$ cat config.mk
export PLATFORM = sky130hd
export DESIGN_NAME = cpa_43_serial
export DESIGN_NICKNAME = d
export VERILOG_FILES = /design/src/rtl/cpa_43_serial.sv
export SDC_FILE = /design/constraint.sdc
export NUM_CORES = 1
export LEC_CHECK = 0
export BUFFER_PORTS_ARGS = -buffer_cell sky130_fd_sc_hd__buf_2
export CAP_MARGIN = 25
export CELL_PAD_IN_SITES_DETAIL_PLACEMENT = 0
export CELL_PAD_IN_SITES_GLOBAL_PLACEMENT = 1
export CORE_MARGIN = 1
export CORE_UTILIZATION = 44
export CTS_CLUSTER_SIZE = 24
export DETAILED_ROUTE_END_ITERATION = 12
export GPL_TIMING_DRIVEN = 0
export PLACE_DENSITY_LB_ADDON = 0.1
export REMOVE_ABC_BUFFERS = 1
export SETUP_SLACK_MARGIN = 0.2
export SYNTH_ARGS = -nofsm -noshare
export SYNTH_HDL_FRONTEND = slang
export SYNTH_SLANG_ARGS = --single-unit
$ cat constraint.sdc
create_clock -name clk -period 4.7 [get_ports clk]
set_input_delay 0.94 -clock clk [delete_from_list [all_inputs] [get_ports clk]]
set_output_delay 0.94 -clock clk [all_outputs]
set_load 0.005 [all_outputs]
$ cat src/rtl/cpa_43_serial.sv
// cpa_43_serial
// Chunk-serial carry-propagate adder that folds the sum and carry vectors of
// a 43x43 truncated CSA tree into the final 43-bit truncated product.
// Each ADD cycle adds one CHUNK_W-bit slice of both operands plus the carry
// from the previous slice. A result needs ceil(43/CHUNK_W) cycles.
//
// Ports
//   clk        rising-edge clock
//   rst_n      asynchronous active-low reset
//   in_valid   operand pair on B_0/B_1 is valid
//   in_ready   block accepts the operand pair this cycle
//   B_0        43-bit sum vector from the CSA tree
//   B_1        43-bit carry vector from the CSA tree
//   out_valid  P holds a finished result
//   out_ready  consumer takes the result
//   P          (B_0 + B_1) mod 2^43
module cpa_43_serial #(
  parameter int CHUNK_W = 11
) (
  input  logic        clk,
  input  logic        rst_n,
  input  logic        in_valid,
  output logic        in_ready,
  input  logic [42:0] B_0,
  input  logic [42:0] B_1,
  output logic        out_valid,
  input  logic        out_ready,
  output logic [42:0] P
);

  localparam int W          = 43;
  localparam int NUM_CHUNKS = (W + CHUNK_W - 1) / CHUNK_W;
  localparam int IDX_W      = (NUM_CHUNKS > 1) ? $clog2(NUM_CHUNKS) : 1;
  localparam logic [IDX_W-1:0] LAST_IDX   = IDX_W'(NUM_CHUNKS - 1);
  localparam logic [W-1:0]     CHUNK_ONES = W'((64'd1 << CHUNK_W) - 64'd1);

  typedef enum logic [1:0] {
    IDLE,
    ADD,
    HOLD
  } state_e;

  state_e           r_state;
  logic [W-1:0]     r_b0;
  logic [W-1:0]     r_b1;
  logic [W-1:0]     r_p;
  logic             r_carry;
  logic [IDX_W-1:0] r_idx;
  logic             r_outValid;

  logic [5:0]       w_shift;
  logic [CHUNK_W-1:0] w_aChunk;
  logic [CHUNK_W-1:0] w_bChunk;
  logic [CHUNK_W:0] w_chunkSum;
  logic [W-1:0]     w_mask;
  logic [W-1:0]     w_sumPlaced;
  logic [W-1:0]     w_pNext;
  logic             w_lastChunk;

  // in_ready is combinational on out_ready so a HOLD->ADD handoff can take a
  // new operand pair on the same edge that completes the output transfer.
  always_comb begin
    in_ready = (r_state == IDLE) || ((r_state == HOLD) && out_ready);
  end

  // Slice selection: the operands are shifted down so the active chunk sits
  // at bit 0. For the short last chunk the bits above 42 shift in as zero, and
  // the write mask keeps the sum from touching anything outside the chunk.
  always_comb begin
    w_shift     = 6'(r_idx * CHUNK_W);
    w_aChunk    = CHUNK_W'(r_b0 >> w_shift);
    w_bChunk    = CHUNK_W'(r_b1 >> w_shift);
    w_chunkSum  = (CHUNK_W+1)'(w_aChunk) + (CHUNK_W+1)'(w_bChunk)
                + (CHUNK_W+1)'(r_carry);
    w_mask      = CHUNK_ONES << w_shift;
    w_sumPlaced = W'(w_chunkSum[CHUNK_W-1:0]) << w_shift;
    w_pNext     = (r_p & ~w_mask) | (w_sumPlaced & w_mask);
    w_lastChunk = (r_idx == LAST_IDX);
  end

  always_ff @(posedge clk or negedge rst_n) begin
    if (!rst_n) begin
      r_state    <= IDLE;
      r_b0       <= '0;
      r_b1       <= '0;
      r_p        <= '0;
      r_carry    <= 1'b0;
      r_idx      <= '0;
      r_outValid <= 1'b0;
    end else begin
      case (r_state)
        IDLE: begin
          if (in_valid) begin
            r_b0    <= B_0;
            r_b1    <= B_1;
            r_carry <= 1'b0;
            r_idx   <= '0;
            r_state <= ADD;
          end
        end
        ADD: begin
          r_p     <= w_pNext;
          r_carry <= w_chunkSum[CHUNK_W];
          if (w_lastChunk) begin
            // Carry out of bit 42 is dropped: the product is truncated.
            r_outValid <= 1'b1;
            r_state    <= HOLD;
          end else begin
            r_idx <= r_idx + IDX_W'(1);
          end
        end
        HOLD: begin
          if (out_ready) begin
            r_outValid <= 1'b0;
            if (in_valid) begin
              r_b0    <= B_0;
              r_b1    <= B_1;
              r_carry <= 1'b0;
              r_idx   <= '0;
              r_state <= ADD;
            end else begin
              r_state <= IDLE;
            end
          end
        end
        default: begin
          r_state <= IDLE;
        end
      endcase
    end
  end

  assign P         = r_p;
  assign out_valid = r_outValid;

endmodule
# == Yosys cells after proc, flatten, opt, wreduce, memory -nomap -nowiden ==
# Index checks and enable logic that the tools add are counted.
# Widths: inputs -> output; s select.
# word_totals
in_bits,90
regBits,135
output_inout_bits,45
elab_cells,58
# op_classes
n_reduce_logical,11
shifts,4
mul,1
n_mux,21
n_eq_ne,7
add_sub_neg,3
bitwise_logic,4
# op_table
operator,n
$mux 43,4
$pmux 43 s2,2
$and 43x43->43,2
$shr 43x6->11,2
$not 43->43,1
$or 43x43->43,1
$shl 11x6->43,1
$shl 11x6->43 const A,1
$add 11x11->12,1
$add 12x1->12,1
$mux 2,6
$pmux 2 s3,2
$reduce_and 3->1,3
$ne 2x2->1 const B,4
$mul 2x4->6 const B,1
$mux 1,5
$eq 2x2->1 const B,2
$reduce_and 2->1,2
$reduce_bool 2->1,2
$pmux 1 s3,1
$reduce_bool 3->1,1
$add 2x1->2 const B,1
$eq 2x1->1 const B,1
$logic_not 2->1,1
other kinds (3),3

# == Logic depth before layout (Yosys ltp) ==
# logic_depth
depth_word,7
ltp_mapped,10
ltp_nobuf,8

# == Worst setup path after synthesis ==
# OpenSTA, ideal clock, no wires.
# synth_timing
path_kind,reg-to-reg
startpoint,register r_idx[0]
endpoint,register (tool-made name)
required_time_ns,4.579
t_arrival_ns,3.212
synth_period_minus_slack_ns,3.333
setup_ns,0.121
stages_incl_launch_ff,11
path_slack_ns,1.367
n_path_buf,2
path_cell_list,dfrtp_1 -> buf_2 -> buf_2 -> mux4_2 -> fa_1 -> fa_1 -> a21o_1 -> a221oi_2 -> a21oi_1 -> xor2_1 -> a22o_1
# synth_lines
element,line,rtl
"start, declared",48,logic [IDX_W-1:0] r_idx;
"start signal, assigned",109,r_idx <= r_idx + IDX_W'(1);

==> metrics.csv <==
stage;metric;value;unit
finish;Finished Layout Cells;746;
routing;routed wire length;12870;um
timing;Sum Neg Setup Slack;0;ps
timing;Slew @ Worst Pin;825.1;ps
setup_path;R2R Setup Slk;1140;ps
floorplan;Die W;119.9;um
synth;Cell Area, Synth;0.006111;mm2
setup_path;CP Data Required Time;5040;ps
routing;Vias;3979;
timing;post-route clock period utilization;75.78;%
power;Pwr Density;872.7;mW/mm2
finish;area grow syn2layout;23.18;%
synth;Post-synth ARST share;100.0;%
setup_path;Critical Path, Cell by Cell;mux4_2 > fa_1 > fa_1 > a21o_1 > a221oi_2 > a21oi_1 > xor2_1 > a22o_1;
timing;min Tclk post-route;3562;ps
floorplan;num rows;42;
place;GP Congestion;0.7531;
cts;Post-CTS Hold Buffers;0;
global_route;largest net degree at the start of global routing;86;
synth;sequential share of the synthesized area;55.28;%
place;Port Buffer Count;134;
synth;cell count after synthesis;424;
setup_path;max incr delay on CP;890;ps
synth;synth unique cells;45;
floorplan;DIE HEIGHT;119.9;um
floorplan;Top-Level Pins;135;
routing;detailed-route DRC error count;0;
timing;Final Max Tran Viols;0;
cts;Clk Latency, worst-skew pair;410;ps
cts;CTS tree;built;
cts;Num CTS Buffers;17;
setup_path;reg2reg path depth;8;
finish;number of antenna diodes;0;
job;max cap viols;0;
outcome;status;finished, final reports clean;
setup_path;crit path max-delay cell type;dfrtp_2;
worst_hold_path;Tightest Hold Check Type;in2async;
finish;final core utilization;56.17;%
global_route;global-route wire length before repair;21870;um
synth;top post-synthesis cells by area;dfrtp_1 (55%), mux2_2 (16%), mux4_2 (7.4%), a22o_1 (4.7%), ha_1 (2.9%);
place;placed insts;716;
power;leakage;3.523;nW
timing;Fmax;0.2808;GHz
setup_path;startpoint type of the worst setup path;register;
finish;most frequent cells in the layout;dfrtp_1 (133), buf_2 (133), mux2_2 (87), a22o_1 (33), nand2_1 (21);
floorplan;core area;0.01340;mm2
global_route;initial antenna violation count;0;
synth;post-synth top area share;55.28;%
finish;share of layout cells above drive strength 1;50.35;%
cts;Max Root-Sink Buffers;2;
cts;CTS Root Cell;clkbuf_16;
synth;synth warn;0;
finish;Layout Nets;665;
setup_path;Setup crit end kind;register;
routing;DRT Pass-1 Iters;4;
global_route;grt ovf;0;
timing;final setup vio count;0;
floorplan;die footprint;0.01436;mm2
place;DP Worst Slack;1143;ps
power;Worst VDD drop;0.3372;mV
timing;Slew headroom;44.99;%
global_route;vias in the first global route;4162;
cts;Clock transition at path regs;60;ps
setup_path;CP max FO;31;
setup_path;Setup CP Type;reg2reg;
cts;CTS Sinks;135;
timing;setup ws final;1138;ps
cts;Post-CTS Setup Inserts;0;
timing;final hold violation count;0;
setup_path;Worst EP arrival;3900;ps
cts;Post-CTS Resized;0;
timing;RSZ-0062 raised after global routing;false;
synth;syn_area_per_cell;14.41;um2
cts;H-Tree Level Count;4;
timing;clk_skew;6.077;ps
floorplan;initial core utilization;45.60;%
finish;fill cell count;1151;
setup_path;Reg2Reg Launch Point;r_idx[1]$_DFFE_PN0P_;
synth;#FFs+latches synth;135;
synth;leading area contributor after synthesis;dfrtp_1;
synth;Post-synth EDFFs;0;
synth;Synth Flop Type;dfrtp_1;
routing;WL/cell;17.25;um
place;DPL Wire Length;9332;um
routing;vias per cell;5.334;
routing;drt initial violations;177;
routing;Routed Antenna Nets;0;
setup_path;most used cell, CP;fa_1;
global_route;gr usage total;20.07;%
[power breakdown]
part / total (W) / internal [W] / switching [W]
combinational: 0.00330 / 0.00159 / 0.00171
clock: 0.00124 / 0.000774 / 0.000468
sequential: 0.00203 / 0.00168 / 0.000346
[worst max-delay path: cells and delay by family, from the launching register on]
kind,cells,cell delay (ps)
compound gates,4,880
fa+ha+maj,2,890
mux,1,450
xor+xnor,1,360
flops,1,890
[per-stage QoR]
| stage | total power [W] | hold slack (ps) | area, um2 |
|---|---|---|---|
| global route | 0.007135 | 488.7 | 7527 |
| floorplan | 0.004412 | 473.3 | 5989 |
| detailed placement | 0.005385 | 469.8 | 6969 |
| global placement | 0.005288 | 459.9 | 6880 |
| finish | 0.006569 | 463.1 | 7527 |
| CTS | 0.006659 | 472.9 | 7527 |
[worst max-delay path by stage]
stage,end,startpoint
floorplan,r_b0[0]$_DFFE_PN0P_,out_ready
global placement,r_b1[11]$_DFFE_PN0P_,out_ready
detailed placement,register,r_idx[1]$_DFFE_PN0P_
CTS,register,r_idx[1]$_DFFE_PN0P_
global route,register,r_idx[1]$_DFFE_PN0P_
finish,register,r_idx[1]$_DFFE_PN0P_
[logic make-up after synthesis]
group           after synthesis  share of synthesized area (%)
buf+inv                      25                          2.232
compound gates               78                          9.521
mux                         109                          23.73
xor+xnor                      7                          1.003
simple gates                 54                          4.710
flops                       135                          55.28
fa+ha+maj                    16                          3.522
[cell usage after synthesis, drive strengths merged, types with 2 or more instances]
cell type and number:
xnor2 5, inv 3, nand4 3, clkbuf 5
ha 14, a22o 33, fa 2, mux2 87
mux4 20, nor2 8, a21oi 7, dfrtp 135
mux2i 2, or2 2, and3 5, nand2b 4
a21o 6, o21a 2, nand3 2, xor2 2
nor3 4, nand2 21, o21ai 20, buf 16
[metal layers]
layer  GRT usage [%]  vias to the layer above  wire length, um
met5               0                        -                0
met4           7.266                        0              182
met3           6.084                       12              798
met2           30.56                      116             5959
met1           27.17                     1982             5925
li1                -                     1869                -
[final cells by class]
class / instances / area [um2] / area share [%]
sequential: 135 / 3381 / 44.91
clock buffer: 22 / 484.2 / 6.433
inverter: 4 / 15.01 / 0.1995
clock inverter: 8 / 73.82 / 0.9807
multi-input combinational: 264 / 2601 / 34.56
tap: 176 / 220.2 / 2.926
timing repair buffer: 137 / 752.0 / 9.990
Note: power is estimated with default switching activity, not from simulation.
